<file path="config.mk">
export PLATFORM = sky130hd
export DESIGN_NAME = load_store_unit
export DESIGN_NICKNAME = d
export VERILOG_FILES = /design/src/rtl/mem_pkg.sv /design/src/rtl/lsu_lane_align.sv /design/src/rtl/load_store_unit.sv
export SDC_FILE = /design/constraint.sdc
export NUM_CORES = 1
export LEC_CHECK = 0
export BUFFER_PORTS_ARGS = -buffer_cell sky130_fd_sc_hd__buf_2
export CAP_MARGIN = 20
export CORE_MARGIN = 3
export CORE_UTILIZATION = 57
export CTS_CLUSTER_DIAMETER = 80
export DETAILED_ROUTE_END_ITERATION = 12
export HOLD_SLACK_MARGIN = 0.02
export PLACE_DENSITY = 0.87
export SETUP_SLACK_MARGIN = 0.05
export SYNTH_ARGS = -nofsm -noshare
export SYNTH_HDL_FRONTEND = slang
export SYNTH_SLANG_ARGS = --single-unit
</file>
<file path="constraint.sdc">
create_clock -name clk -period 10.8 [get_ports clk]
set_clock_uncertainty 0.05 [all_clocks]
set_input_delay 2.7 -clock clk [delete_from_list [all_inputs] [get_ports clk]]
set_output_delay 2.7 -clock clk [all_outputs]
set_load 0.02 [all_outputs]
</file>
<file path="src/rtl/mem_pkg.sv">
// Shared definitions for the load/store unit: access-size encodings, the
// controller state type and small lane helpers for the big-endian,
// word-wide data memory (byte at the aligned address sits in bits [31:24]).
package mem_pkg;

  localparam logic [1:0] SIZE_BYTE = 2'b00;
  localparam logic [1:0] SIZE_HALF = 2'b01;
  localparam logic [1:0] SIZE_WORD = 2'b10;
  localparam logic [1:0] SIZE_BAD  = 2'b11;

  typedef enum logic [1:0] {
    ST_IDLE  = 2'b00,
    ST_READ  = 2'b01,
    ST_WRITE = 2'b10,
    ST_DONE  = 2'b11
  } lsu_state_e;

  // Bit position of the LSB of the lane addressed by (size, offset).
  // Big-endian: byte offset 0 is the top byte, so the shift shrinks as the
  // offset grows.
  function automatic logic [4:0] lane_shift(input logic [1:0] size,
                                            input logic [1:0] offset);
    logic [4:0] sh;
    sh = 5'd0;
    case (size)
      SIZE_BYTE: sh = {2'b11 - offset, 3'b000};
      SIZE_HALF: sh = {~offset[1], 4'b0000};
      default:   sh = 5'd0;
    endcase
    return sh;
  endfunction

  // Natural alignment check; the illegal size encoding is never acceptable.
  function automatic logic access_ok(input logic [1:0] size,
                                     input logic [1:0] offset);
    logic ok;
    ok = 1'b0;
    case (size)
      SIZE_BYTE: ok = 1'b1;
      SIZE_HALF: ok = ~offset[0];
      SIZE_WORD: ok = (offset == 2'b00);
      default:   ok = 1'b0;
    endcase
    return ok;
  endfunction

endpackage

</file>
<file path="src/rtl/lsu_lane_align.sv">
// Combinational lane logic for the load/store unit.
//   word_i      : word read from memory
//   offset_i    : byte offset within the word (addr[1:0])
//   size_i      : access size encoding
//   signed_i    : sign-extend loads when 1
//   wdata_i     : store data (byte/half taken from the LSBs)
//   load_data_o : selected lane, extended to 32 bits
//   merged_o    : word_i with the addressed lane replaced by store data
module lsu_lane_align
  import mem_pkg::*;
(
  input  logic [31:0] word_i,
  input  logic [1:0]  offset_i,
  input  logic [1:0]  size_i,
  input  logic        signed_i,
  input  logic [31:0] wdata_i,
  output logic [31:0] load_data_o,
  output logic [31:0] merged_o
);

  logic [4:0]  shift_s;
  logic [7:0]  byte_s;
  logic [15:0] half_s;

  // Pick the addressed byte and halfword out of the word.
  always_comb begin
    byte_s = 8'h00;
    case (offset_i)
      2'b00:   byte_s = word_i[31:24];
      2'b01:   byte_s = word_i[23:16];
      2'b10:   byte_s = word_i[15:8];
      2'b11:   byte_s = word_i[7:0];
      default: byte_s = 8'h00;
    endcase
    if (offset_i[1]) begin
      half_s = word_i[15:0];
    end else begin
      half_s = word_i[31:16];
    end
  end

  // Extend loads and merge store data into the read word.
  always_comb begin
    shift_s     = lane_shift(size_i, offset_i);
    load_data_o = 32'h0000_0000;
    merged_o    = word_i;
    case (size_i)
      SIZE_BYTE: begin
        load_data_o = {{24{signed_i & byte_s[7]}}, byte_s};
        merged_o    = (word_i & ~(32'h0000_00FF << shift_s)) |
                      ({24'h00_0000, wdata_i[7:0]} << shift_s);
      end
      SIZE_HALF: begin
        load_data_o = {{16{signed_i & half_s[15]}}, half_s};
        merged_o    = (word_i & ~(32'h0000_FFFF << shift_s)) |
                      ({16'h0000, wdata_i[15:0]} << shift_s);
      end
      SIZE_WORD: begin
        load_data_o = word_i;
        merged_o    = wdata_i;
      end
      default: begin
        load_data_o = 32'h0000_0000;
        merged_o    = word_i;
      end
    endcase
  end

endmodule

</file>
<file path="src/rtl/load_store_unit.sv">
// Load/store unit: initiator side of the big-endian, word-wide data memory.
// Accepts one request at a time, performs sub-word stores as
// read-modify-write, and returns extended load data with a one-cycle
// resp_valid pulse. All outputs are registered.
//   clk, reset      : clock and asynchronous active-high reset
//   req_*           : CPU request handshake and payload
//   resp_*          : completion pulse, load data, error flag
//   mem_*, MemRead, MemWrite, mem_read_data : data memory interface
module load_store_unit
  import mem_pkg::*;
#(
  parameter int ADDR_WIDTH = 32,
  parameter int READ_WAIT  = 1
) (
  input  logic                  clk,
  input  logic                  reset,
  input  logic                  req_valid,
  output logic                  req_ready,
  input  logic                  req_store,
  input  logic [1:0]            req_size,
  input  logic                  req_signed,
  input  logic [ADDR_WIDTH-1:0] req_addr,
  input  logic [31:0]           req_wdata,
  output logic                  resp_valid,
  output logic [31:0]           resp_rdata,
  output logic                  resp_error,
  output logic [ADDR_WIDTH-1:0] mem_address,
  output logic [31:0]           mem_write_data,
  output logic                  MemRead,
  output logic                  MemWrite,
  input  logic [31:0]           mem_read_data
);

  localparam logic [3:0] WAIT_INIT = 4'(READ_WAIT - 1);

  lsu_state_e            state_q;
  logic [3:0]            wait_q;
  logic [1:0]            offset_q;
  logic [1:0]            size_q;
  logic                  signed_q;
  logic                  store_q;
  logic [31:0]           wdata_q;

  logic                  req_ready_q;
  logic                  resp_valid_q;
  logic [31:0]           resp_rdata_q;
  logic                  resp_error_q;
  logic [ADDR_WIDTH-1:0] mem_address_q;
  logic [31:0]           mem_write_data_q;
  logic                  mem_read_q;
  logic                  mem_write_q;

  logic                  legal_s;
  logic [31:0]           load_data_s;
  logic [31:0]           merged_s;

  assign legal_s = access_ok(req_size, req_addr[1:0]);

  // Lane logic works on the live memory word so it can be captured on the
  // last READ edge.
  lsu_lane_align u_align (
    .word_i      (mem_read_data),
    .offset_i    (offset_q),
    .size_i      (size_q),
    .signed_i    (signed_q),
    .wdata_i     (wdata_q),
    .load_data_o (load_data_s),
    .merged_o    (merged_s)
  );

  // Controller FSM with registered request fields and outputs.
  always_ff @(posedge clk or posedge reset) begin
    if (reset) begin
      state_q          <= ST_IDLE;
      wait_q           <= 4'd0;
      offset_q         <= 2'b00;
      size_q           <= SIZE_BYTE;
      signed_q         <= 1'b0;
      store_q          <= 1'b0;
      wdata_q          <= 32'h0000_0000;
      req_ready_q      <= 1'b1;
      resp_valid_q     <= 1'b0;
      resp_rdata_q     <= 32'h0000_0000;
      resp_error_q     <= 1'b0;
      mem_address_q    <= '0;
      mem_write_data_q <= 32'h0000_0000;
      mem_read_q       <= 1'b0;
      mem_write_q      <= 1'b0;
    end else begin
      case (state_q)
        ST_IDLE: begin
          if (req_valid) begin
            req_ready_q   <= 1'b0;
            offset_q      <= req_addr[1:0];
            size_q        <= req_size;
            signed_q      <= req_signed;
            store_q       <= req_store;
            wdata_q       <= req_wdata;
            mem_address_q <= {req_addr[ADDR_WIDTH-1:2], 2'b00};
            if (!legal_s) begin
              // Bad requests never touch memory.
              state_q      <= ST_DONE;
              resp_valid_q <= 1'b1;
              resp_error_q <= 1'b1;
              resp_rdata_q <= 32'h0000_0000;
            end else if (req_store && (req_size == SIZE_WORD)) begin
              state_q          <= ST_WRITE;
              mem_write_q      <= 1'b1;
              mem_write_data_q <= req_wdata;
            end else begin
              state_q    <= ST_READ;
              mem_read_q <= 1'b1;
              wait_q     <= WAIT_INIT;
            end
          end else begin
            req_ready_q <= 1'b1;
          end
        end
        ST_READ: begin
          if (wait_q == 4'd0) begin
            mem_read_q <= 1'b0;
            if (store_q) begin
              state_q          <= ST_WRITE;
              mem_write_q      <= 1'b1;
              mem_write_data_q <= merged_s;
            end else begin
              state_q      <= ST_DONE;
              resp_valid_q <= 1'b1;
              resp_error_q <= 1'b0;
              resp_rdata_q <= load_data_s;
            end
          end else begin
            wait_q <= wait_q - 4'd1;
          end
        end
        ST_WRITE: begin
          mem_write_q  <= 1'b0;
          state_q      <= ST_DONE;
          resp_valid_q <= 1'b1;
          resp_error_q <= 1'b0;
          resp_rdata_q <= 32'h0000_0000;
        end
        ST_DONE: begin
          state_q      <= ST_IDLE;
          resp_valid_q <= 1'b0;
          resp_error_q <= 1'b0;
          resp_rdata_q <= 32'h0000_0000;
          req_ready_q  <= 1'b1;
        end
        default: begin
          state_q      <= ST_IDLE;
          resp_valid_q <= 1'b0;
          resp_error_q <= 1'b0;
          mem_read_q   <= 1'b0;
          mem_write_q  <= 1'b0;
          req_ready_q  <= 1'b1;
        end
      endcase
    end
  end

  assign req_ready      = req_ready_q;
  assign resp_valid     = resp_valid_q;
  assign resp_rdata     = resp_rdata_q;
  assign resp_error     = resp_error_q;
  assign mem_address    = mem_address_q;
  assign mem_write_data = mem_write_data_q;
  assign MemRead        = mem_read_q;
  assign MemWrite       = mem_write_q;

endmodule

</file>
==> results of run 1 <==
worst max-delay path: cells and delay by family:
family | cells | cell delay, ns
AO/OA/AOI/OAI | 3 | 0.74
buffers and inverters | 2 | 0.70
AND/OR/NAND/NOR | 2 | 0.62
layout make-up:
cell class / count / area (um^2)
sequential: 143 / 3580
inverter: 20 / 80.1
clock buffer: 27 / 523
tap: 168 / 210
fill: 925 / 3280
multi-input combinational: 491 / 3370
clock inverter: 5 / 100
timing repair buffer: 210 / 1070
routing by layer:
metal  vias to the layer above  global-route usage  wire length, um
met5                         -                   0                0
met4                         0               0.167             1020
met3                        80              0.0986             2480
met2                       449               0.463             9690
met1                      3103               0.397             8450
li1                       2906                   -                -
synth_stat cells, drive strengths merged (2+ instances only):
cell    count  area [um^2]
o211ai     10         80.1
o31ai      10         95.1
o221a       8         90.1
or3         4         25.0
o21ai      80          400
clkbuf     22         85.1
a21boi      3         22.5
nand2      96          363
a21oi      40          200
nor3        3         15.0
ha          8          100
a221oi     16          140
inv        19         71.3
dfrtp     142         3550
buf        26          134
a31oi      17          106
nand2b      2         12.5
nor2b       3         18.8
o21bai      8         60.1
mux2       77          867
nor3b       2         31.3
o221ai      8         70.1
nor2       43          164
a222oi      7         70.1
mux2i      27          270
cell families (layout without fill, tap and decap cells):
family,Yosys count,in the layout,share of synthesized area
buffers and inverters,68,262,0.0406
AND/OR/NAND/NOR,158,158,0.0922
multiplexers,104,104,0.157
AO/OA/AOI/OAI,219,219,0.201
other,1,2,0.000518
adder cells (fa/ha/maj),8,8,0.0138
flip-flops,143,143,0.495
metrics by stage:
step / power (mW) / utilization / instance area [um^2]
6_report: 3.02 / 0.732 / 8940
3_3_place_gp: 2.33 / 0.681 / 8310
2_1_floorplan: 1.95 / - / 7240
5_1_grt: 3.19 / 0.732 / 8940
3_5_place_dp: 2.38 / 0.681 / 8310
4_1_cts: 3.01 / 0.732 / 8940
where the power goes:
part / internal [mW] / leakage (nW) / switching, mW
logic: 0.551 / 2.15 / 0.880
clock network: 0.400 / 0.308 / 0.211
registers: 0.780 / 1.75 / 0.203
total: 1.73 / 4.22 / 1.29
sequential cells by signal, summed over array words and instances, names as in the netlist, 2 cells and up:
| register | count |
|---|---|
| mem_write_data | 32 |
| wait_q | 4 |
| size_q | 2 |
| mem_address | 30 |
| resp_rdata | 32 |
| offset_q | 2 |
| wdata_q | 32 |
| state_q | 2 |
final timing paths:
path | startpoint | slack [ns] | cells after the start | endpoint
worst max-delay path | req_valid | 6.30 | 7 | wait_q[2]$_DFFE_PP0P_
worst min-delay path | resp_rdata[16]$_DFFE_PP0P_ | 0.42 | 2 | resp_rdata[16]$_DFFE_PP0P_
worst max register to register | state_q[1]$_DFFE_PP0P_ | 7.54 | 8 | resp_rdata[13]$_DFFE_PP0P_
worst min register to register | resp_rdata[16]$_DFFE_PP0P_ | 0.42 | 2 | resp_rdata[16]$_DFFE_PP0P_
max in group asynchronous | reset | 7.09 | 3 | wdata_q[6]$_DFFE_PP0P_
min in group asynchronous | reset | 2.38 | 2 | mem_write_data[27]$_DFFE_PP0P_
==> impl_metrics.py, run 1 <==
metrics = {
    "critical_path": {
        "crit_path_top_delay_cell": "buf_4",
        "critPathCaptureType": "flip-flop",
        "path_class": "in -> reg",
        "required_ns": 11.08,
        "path_cells": "buf_2 > nand2_2 > buf_4 > nor3_1 > o21ai_1 > o21ai_0 > a21boi_0",
        "slowest_delay_ns": 0.58,
        "cp_max_fo": 41,
        "critical_path_arrival_ns": 4.77,
        "start_kind": "input port",
    },
    "route": {
        "drt-total-wl_um": 21600,
        "drtPass1Iterations": 6,
        "antenna_left": 0,
        "post_drt_wl_per_cell_um": 20.3,
        "vias_per_cell": 6.14,
        "num_vias": 6538,
        "drt_iter0_markers": 616,
        "drc": 0,
    },
    "sta": {
        "slew_viol_final": 0,
        "post-route-min-period_ns": 4.50,
        "rsz0062_at_grt": "false",
        "timing.hold.ws_ns": 0.425,
        "worst_pin_slew_ns": 1.15,
        "finalSetupViolCount": 0,
        "timing.final.ws_setup_ns": 6.30,
        "relSlewSlack": 0.229,
        "finalCritPeriodShare": 0.416,
        "finalHoldViolations": 0,
        "max_freq_ghz": 0.222,
        "tns_ns": 0,
    },
    "global_route": {
        "grt_start_max_net_pins": 88,
        "grt_pass1_wl_um": 33900,
        "grt_overflow": 0,
        "track_usage": 0.308,
        "grt_antenna_before_repair": 0,
        "grt_pass1_vias": 6491,
    },
    "layout": {
        "drive_above_1_share": 0.377,
        "layout_common_cells": "buf_2 (201), dfrtp_1 (142), nand2_1 (94)",
        "n_antenna_cell": 0,
        "area_growth_syn_to_layout_pct": 23.5,
        "final_nets": 994,
        "final_common_cell": "buf_2",
        "final_cell_count_no_fill": 1064,
    },
    "die": {
        "die_area_mm2": 0.0141,
        "floorplan.initialDensity": 0.592,
        "die_w_um": 119,
        "core_mm2": 0.0122,
        "rows": 40,
        "ios": 204,
        "fp.dieH_um": 119,
    },
    "logic_synthesis": {
        "yosys_warnings": 0,
        "synth_cells": 701,
        "ys_types": 57,
        "seq_area_frac_synth": 0.495,
        "synthArstFlopShare": 1.00,
        "synth_enable_flop_cells": 0,
        "ys.flop_type": "dfrtp_1",
        "ys_ff_latch": 143,
        "netlist_area_mm2": 0.00723,
        "synth_area_per_cell_um2": 10.3,
    },
    "clocking": {
        "cts_tree": "done",
        "cts.sinks": 143,
        "cts_resized": 0,
        "ctsRootBufferMaster": "clkbuf_16",
        "clk_pin_slew_ns": 0.06,
        "postCtsSetupRepairBufs": 0,
        "cts_hold_buf": 0,
        "insertion_delay_ns": 0.43,
        "cts_buffers": 17,
        "htreeDepth": 4,
        "clockBufferDepth": 2,
    },
    "pwr": {
        "power.density_mw_per_mm2": 338,
        "ir_drop_mv": 0.182,
        "leakagePower_nw": 4.22,
    },
    "placed_design": {
        "dp.cells": 1032,
        "pre_cts_ws_ns": 5.85,
        "gp_congestion": 0.954,
        "io_buffers": 201,
        "dpl.hpwl_um": 15500,
    },
    "job": {
        "cap_violations": 0,
    },
    "worst_hold_path": {
        "hold_path_class": "reg -> reg",
    },
    "outcome": {
        "status": "complete, no violations",
    },
}
(Power assumes the default switching activity.)
==> run 2, diff against run 1 <==
--- a/config.mk
+++ b/config.mk
@@ -5,14 +5,15 @@
 export SDC_FILE = /design/constraint.sdc
 export NUM_CORES = 1
 export LEC_CHECK = 0
+export ABC_AREA = 1
 export BUFFER_PORTS_ARGS = -buffer_cell sky130_fd_sc_hd__buf_2
 export CAP_MARGIN = 20
 export CORE_MARGIN = 3
-export CORE_UTILIZATION = 57
+export CORE_UTILIZATION = 54
 export CTS_CLUSTER_DIAMETER = 80
 export DETAILED_ROUTE_END_ITERATION = 12
 export HOLD_SLACK_MARGIN = 0.02
-export PLACE_DENSITY = 0.87
+export PLACE_DENSITY = 0.82
 export SETUP_SLACK_MARGIN = 0.05
 export SYNTH_ARGS = -nofsm -noshare
 export SYNTH_HDL_FRONTEND = slang
==> constraint.sdc (replaced) <==
create_clock -name clk -period 4.7 [get_ports clk]
set_clock_uncertainty 0.05 [all_clocks]
set_input_delay 1.175 -clock clk [delete_from_list [all_inputs] [get_ports clk]]
set_output_delay 1.175 -clock clk [all_outputs]
set_load 0.02 [all_outputs]
==> impl_metrics.py, run 2 <==
metrics = {
    "sta": {
        "slew_viol_final": 0,
        "finalCritPeriodShare": 0.668,
        "max_freq_ghz": 0.318,
        "tns_ns": 0,
        "worst_pin_slew_ns": 1.04,
        "finalHoldViolations": 0,
        "finalSetupViolCount": 0,
        "timing.final.ws_setup_ns": 1.56,
        "rsz0062_at_grt": "false",
        "post-route-min-period_ns": 3.14,
        "relSlewSlack": 0.307,
    },
    "die": {
        "core_mm2": 0.0141,
        "ios": 204,
        "die_area_mm2": 0.0162,
        "rows": 43,
        "floorplan.initialDensity": 0.562,
        "fp.dieH_um": 127,
        "die_w_um": 127,
    },
    "pwr": {
        "power.density_mw_per_mm2": 772,
        "p_int_mw": 3.86,
        "power_frac_clock": 0.187,
        "power_frac_seq": 0.303,
        "ir_drop_mv": 0.470,
        "leakagePower_nw": 5.26,
        "switching_power_mw": 3.54,
        "share_comb_of_total_power": 0.510,
        "sw_frac_of_total": 0.478,
    },
    "clocking": {
        "cts_buffers": 17,
        "clk_pin_slew_ns": 0.06,
        "cts.sinks": 143,
        "clockBufferDepth": 2,
        "postCtsSetupRepairBufs": 0,
        "insertion_delay_ns": 0.43,
        "htreeDepth": 4,
        "cts_resized": 0,
        "ctsRootBufferMaster": "clkbuf_16",
        "cts_hold_buf": 0,
        "cts_tree": "done",
    },
    "critical_path": {
        "path_class": "reg -> reg",
        "slowest_delay_ns": 0.95,
        "path_cells": "inv_2 > nor2_4 > inv_2 > a21oi_1 > inv_2 > o21ai_0 > nand2_1 > nand2_1",
        "critical_path_arrival_ns": 3.46,
        "critPathCaptureType": "flip-flop",
        "crit_path_top_delay_cell": "dfrtp_1",
        "critPathBufInv": 3,
        "cp_max_fo": 36,
        "required_ns": 5.02,
        "start_kind": "flip-flop",
        "critPathTopFamily": "flip-flops",
        "cpMostUsedCell": "inv_2",
    },
    "logic_synthesis": {
        "synthArstFlopShare": 1.00,
        "ys_types": 30,
        "yosys-top-cells-count": "nand2_1 (381), dfrtp_1 (142), a21oi_1 (86)",
        "synth_enable_flop_cells": 0,
        "netlist_area_mm2": 0.00796,
        "yosys_warnings": 0,
        "synth_cells": 1078,
        "yosysMostFrequentCell": "nand2_1",
        "ys.flop_type": "dfrtp_1",
        "synth_top_cell_area_share": 0.446,
        "ys_ff_latch": 143,
        "seq_area_frac_synth": 0.450,
        "yosysTopAreaCell": "dfrtp_1",
        "synth_area_per_cell_um2": 7.38,
        "synthTopCellsByArea": "dfrtp_1 (45%), nand2_1 (18%), a21oi_1 (5.4%), nand3_1 (5.2%), mux2_2 (4.8%)",
    },
    "route": {
        "vias_per_cell": 5.62,
        "antenna_left": 0,
        "drc": 0,
        "post_drt_wl_per_cell_um": 17.1,
        "num_vias": 8078,
        "drtPass1Iterations": 8,
        "drt-total-wl_um": 24600,
        "drt_iter0_markers": 884,
    },
    "outcome": {
        "status": "complete, no violations",
    },
    "global_route": {
        "grt_start_max_net_pins": 71,
        "grt_pass1_wl_um": 39500,
        "track_usage": 0.307,
        "grt_overflow": 0,
        "grt_antenna_before_repair": 0,
        "grt_pass1_vias": 7853,
    },
    "placed_design": {
        "pre_cts_ws_ns": 1.54,
        "dp.cells": 1404,
        "io_buffers": 201,
        "gp_congestion": 0.938,
        "dpl.hpwl_um": 17200,
    },
    "layout": {
        "seq_area_mm2": 0.00358,
        "final_nets": 1355,
        "area_growth_syn_to_layout_pct": 20.6,
        "n_antenna_cell": 0,
        "multi_input_area_mm2": 0.00379,
        "n_fill_cell": 1240,
        "final_common_cell": "nand2_1",
        "layout_common_cells": "nand2_1 (380), buf_2 (201), dfrtp_1 (142)",
        "final_cell_count_no_fill": 1437,
        "drive_above_1_share": 0.236,
    },
    "worst_hold_path": {
        "hold_path_class": "reg -> reg",
    },
    "job": {
        "cap_violations": 0,
    },
}
-- run 2: cell types whose count changed after synthesis, sizes merged, moves of 27 or more --
cell | before | now
nand2 | 96 | 385
nand3 | 1 | 82
inv | 19 | 78
a21oi | 40 | 86
mux2 | 77 | 34
nor2 | 43 | 81
mux2i | 27 | 0
-- run 2: final timing paths --
kind / slack [ns] / start / depth (start not counted) / to
setup / recovery: 1.56 / size_q[1]$_DFFE_PP0P_ / 8 / resp_rdata[2]$_DFFE_PP0P_
hold / removal: 0.43 / mem_write_data[21]$_DFFE_PP0P_ / 2 / mem_write_data[21]$_DFFE_PP0P_
setup reg to reg: 1.56 / size_q[1]$_DFFE_PP0P_ / 8 / resp_rdata[2]$_DFFE_PP0P_
hold reg to reg: 0.43 / mem_write_data[21]$_DFFE_PP0P_ / 2 / mem_write_data[21]$_DFFE_PP0P_
max in group asynchronous: 2.79 / reset / 3 / mem_address[3]$_DFFE_PP0P_
min in group asynchronous: 0.90 / reset / 2 / mem_write_data[7]$_DFFE_PP0P_
-- run 2: per-layer routing --
layer,vias up,track usage,wire [um]
met1,3711,0.416,9950
met4,0,0.126,692
li1,3803,-,-
met3,65,0.0865,2940
met5,-,0,0
met2,499,0.468,11000
-- run 2: cell type report --
cell class / count / share of cell area
Clock buffer: 19 / 0.0451
Clock inverter: 13 / 0.0168
Inverter: 78 / 0.0309
Multi-Input combinational cell: 794 / 0.395
Sequential cell: 143 / 0.373
Tap cell: 180 / 0.0235
Timing Repair Buffer: 210 / 0.116
-- run 2: cells by family (layout without fill, tap and decap cells) --
group                    Yosys count  count (layout)  synth area share
other                              1               2          0.000471
multiplexers                      34              34            0.0481
flip-flops                       143             143             0.450
buffers and inverters            142             320            0.0758
adder cells (fa/ha/maj)            8               8            0.0126
AO/OA/AOI/OAI                    177             177             0.115
XOR/XNOR                           2               2           0.00220
AND/OR/NAND/NOR                  571             571             0.296
-- run 2: worst register-to-register path: cells and delay by family, from the launching register on --
kind,cells,cell delay [ns]
flops,1,0.95
simple gates,3,0.89
buf+inv,3,0.62
compound gates,2,0.58
-- run 2: power groups by stage --
stage / Sequential, mW / Clock, mW / Combinational (mW)
after floorplan: 2.53 / 0 / 2.34
after global placement: 2.22 / 0 / 3.60
after detailed placement: 2.23 / 0 / 3.68
after CTS: 2.23 / 1.39 / 3.71
after global routing: 2.30 / 1.45 / 4.21
final: 2.24 / 1.39 / 3.78
-- run 2: metrics by stage --
step            util  cell area [um^2]  hold WS (ns)  power [mW]
2_1_floorplan      -              7970         0.398        4.87
3_3_place_gp   0.633              8960         0.408        5.82
3_5_place_dp   0.634              8970         0.412        5.92
4_1_cts        0.676              9570         0.431        7.33
5_1_grt        0.678              9600         0.449        7.96
6_report       0.678              9600         0.428        7.41
==> run 3, diff against run 2 <==
--- a/config.mk
+++ b/config.mk
@@ -9,11 +9,11 @@
 export BUFFER_PORTS_ARGS = -buffer_cell sky130_fd_sc_hd__buf_2
 export CAP_MARGIN = 20
 export CORE_MARGIN = 3
-export CORE_UTILIZATION = 54
+export CORE_UTILIZATION = 49
 export CTS_CLUSTER_DIAMETER = 80
 export DETAILED_ROUTE_END_ITERATION = 12
 export HOLD_SLACK_MARGIN = 0.02
-export PLACE_DENSITY = 0.82
+export PLACE_DENSITY = 0.79
 export SETUP_SLACK_MARGIN = 0.05
 export SYNTH_ARGS = -nofsm -noshare
 export SYNTH_HDL_FRONTEND = slang
==> constraint.sdc (replaced) <==
create_clock -name clk -period 2.58 [get_ports clk]
set_clock_uncertainty 0.05 [all_clocks]
set_input_delay 0.645 -clock clk [delete_from_list [all_inputs] [get_ports clk]]
set_output_delay 0.645 -clock clk [all_outputs]
set_load 0.02 [all_outputs]
==> impl_metrics.py, run 3 (synthesized netlist as in run 2, its figures left out) <==
metrics = {
    "clocking": {
        "clockBufferDepth": 2,
        "cts_buffers": 17,
        "ctsRootBufferMaster": "clkbuf_16",
        "cts_tree": "done",
        "cts_resized": 0,
        "clk_pin_slew_ns": 0.06,
        "cts_hold_buf": 0,
        "htreeDepth": 4,
        "insertion_delay_ns": 0.43,
        "cts.sinks": 143,
        "postCtsSetupRepairBufs": 0,
    },
    "route": {
        "drt_iter0_markers": 769,
        "antenna_left": 0,
        "num_vias": 8035,
        "vias_per_cell": 5.44,
        "drc": 0,
        "drtPass1Iterations": 6,
        "post_drt_wl_per_cell_um": 16.6,
        "drt-total-wl_um": 24600,
    },
    "critical_path": {
        "cp_max_fo": 10,
        "critical_path_arrival_ns": 2.59,
        "path_class": "reg -> reg",
        "start_kind": "flip-flop",
        "critPathCaptureType": "flip-flop",
        "required_ns": 2.90,
    },
    "die": {
        "floorplan.initialDensity": 0.512,
        "fp.dieH_um": 133,
        "die_area_mm2": 0.0178,
        "ios": 204,
        "rows": 45,
        "core_mm2": 0.0155,
        "die_w_um": 133,
    },
    "sta": {
        "relSlewSlack": 0.496,
        "timing.hold.ws_ns": 0.131,
        "finalCritPeriodShare": 0.879,
        "max_freq_ghz": 0.441,
        "slew_viol_final": 0,
        "finalSetupViolCount": 0,
        "post-route-min-period_ns": 2.27,
        "rsz0062_at_grt": "false",
        "tns_ns": 0,
        "finalHoldViolations": 0,
        "worst_pin_slew_ns": 0.751,
    },
    "worst_hold_path": {
        "hold_path_class": "in -> async",
    },
    "global_route": {
        "grt_overflow": 0,
        "grt_antenna_before_repair": 1,
        "track_usage": 0.277,
        "grt_pass1_vias": 7517,
        "grt_pass1_wl_um": 39200,
        "grt_start_max_net_pins": 85,
    },
    "job": {
        "cap_violations": 0,
    },
    "placed_design": {
        "dpl.hpwl_um": 17500,
        "gp_congestion": 0.907,
        "io_buffers": 201,
    },
    "layout": {
        "area_growth_syn_to_layout_pct": 22.5,
        "final_common_cell": "nand2_1",
        "layout_common_cells": "nand2_1 (380), buf_2 (201), dfrtp_1 (142)",
        "n_antenna_cell": 0,
        "drive_above_1_share": 0.243,
        "final_nets": 1365,
    },
    "outcome": {
        "status": "complete, no violations",
    },
    "pwr": {
        "leakagePower_nw": 5.34,
        "ir_drop_mv": 0.805,
        "power.density_mw_per_mm2": 1400,
    },
}
==> run 3: changes by cell type in the layout (fill, tap and decap cells not counted), sizes merged <==
cell,previous run,this run
buf,210,220
bufinv,3,4
clkbuf,19,20
clkinv,4,3
clkinvlp,5,4
==> run 3: critical path: stages, from the launching register on <==
cell and delay [ns]:
dfrtp_1 0.44, nor2_4 0.25, nand2_1 0.18, ha_1 0.22, o21ai_1 0.60, nand2_1 0.14, a21oi_1 0.18, nand2_1 0.06
nand2_1 0.09
==> run 3: final cells by class <==
type,count,area (um^2)
flip-flops and latches,143,3580
inverters,78,297
fillers,1405,5790
multi-input cells,794,3790
clock buffers,20,457
repair buffers,220,1190
clock inverters,12,183
well taps,211,264
==> run 3: routing by layer <==
layer	routed length [um]	vias up	GRT usage
met2	10800	435	0.408
met4	603	2	0.0960
met5	16	-	0
li1	-	3830	-
met1	10500	3717	0.391
met3	2660	51	0.0853
==> run 3: path summary, 6_finish.rpt <==
check,from,endpoint,slack (ns),cells past startpoint
worst max-delay path,size_q[1]$_DFFE_PP0P_,mem_write_data[16]$_DFFE_PP0P_,0.31,8
worst min-delay path,reset,mem_write_data[7]$_DFFE_PP0P_,0.13,2
worst max register to register,size_q[1]$_DFFE_PP0P_,mem_write_data[16]$_DFFE_PP0P_,0.31,8
worst min register to register,resp_rdata[29]$_DFFE_PP0P_,resp_rdata[29]$_DFFE_PP0P_,0.42,2
max in group asynchronous,reset,store_q$_DFFE_PP0P_,1.60,3
min in group clk,req_valid,req_ready$_DFFE_PP1P_,0.37,2
==> run 3: power by group <==
group | switching, mW | internal [mW]
Clock | 0.991 | 1.68
Combinational | 4.76 | 2.30
Sequential | 0.697 | 3.25
==> run 3: stage by stage <==
stage / cells / cell area (um^2) / setup WS, ns / power (mW) / utilization
6_report: 1478 / 9750 / 0.313 / 13.7 / 0.628
5_1_grt: 1478 / 9750 / 0.142 / 14.7 / 0.628
4_1_cts: 1478 / 9750 / 0.384 / 13.7 / 0.628
3_5_place_dp: 1446 / 9110 / 0.409 / 10.9 / 0.586
3_3_place_gp: 1446 / 9110 / 0.459 / 10.8 / 0.586
2_1_floorplan: 1079 / 7970 / 0.0948 / 8.87 / -
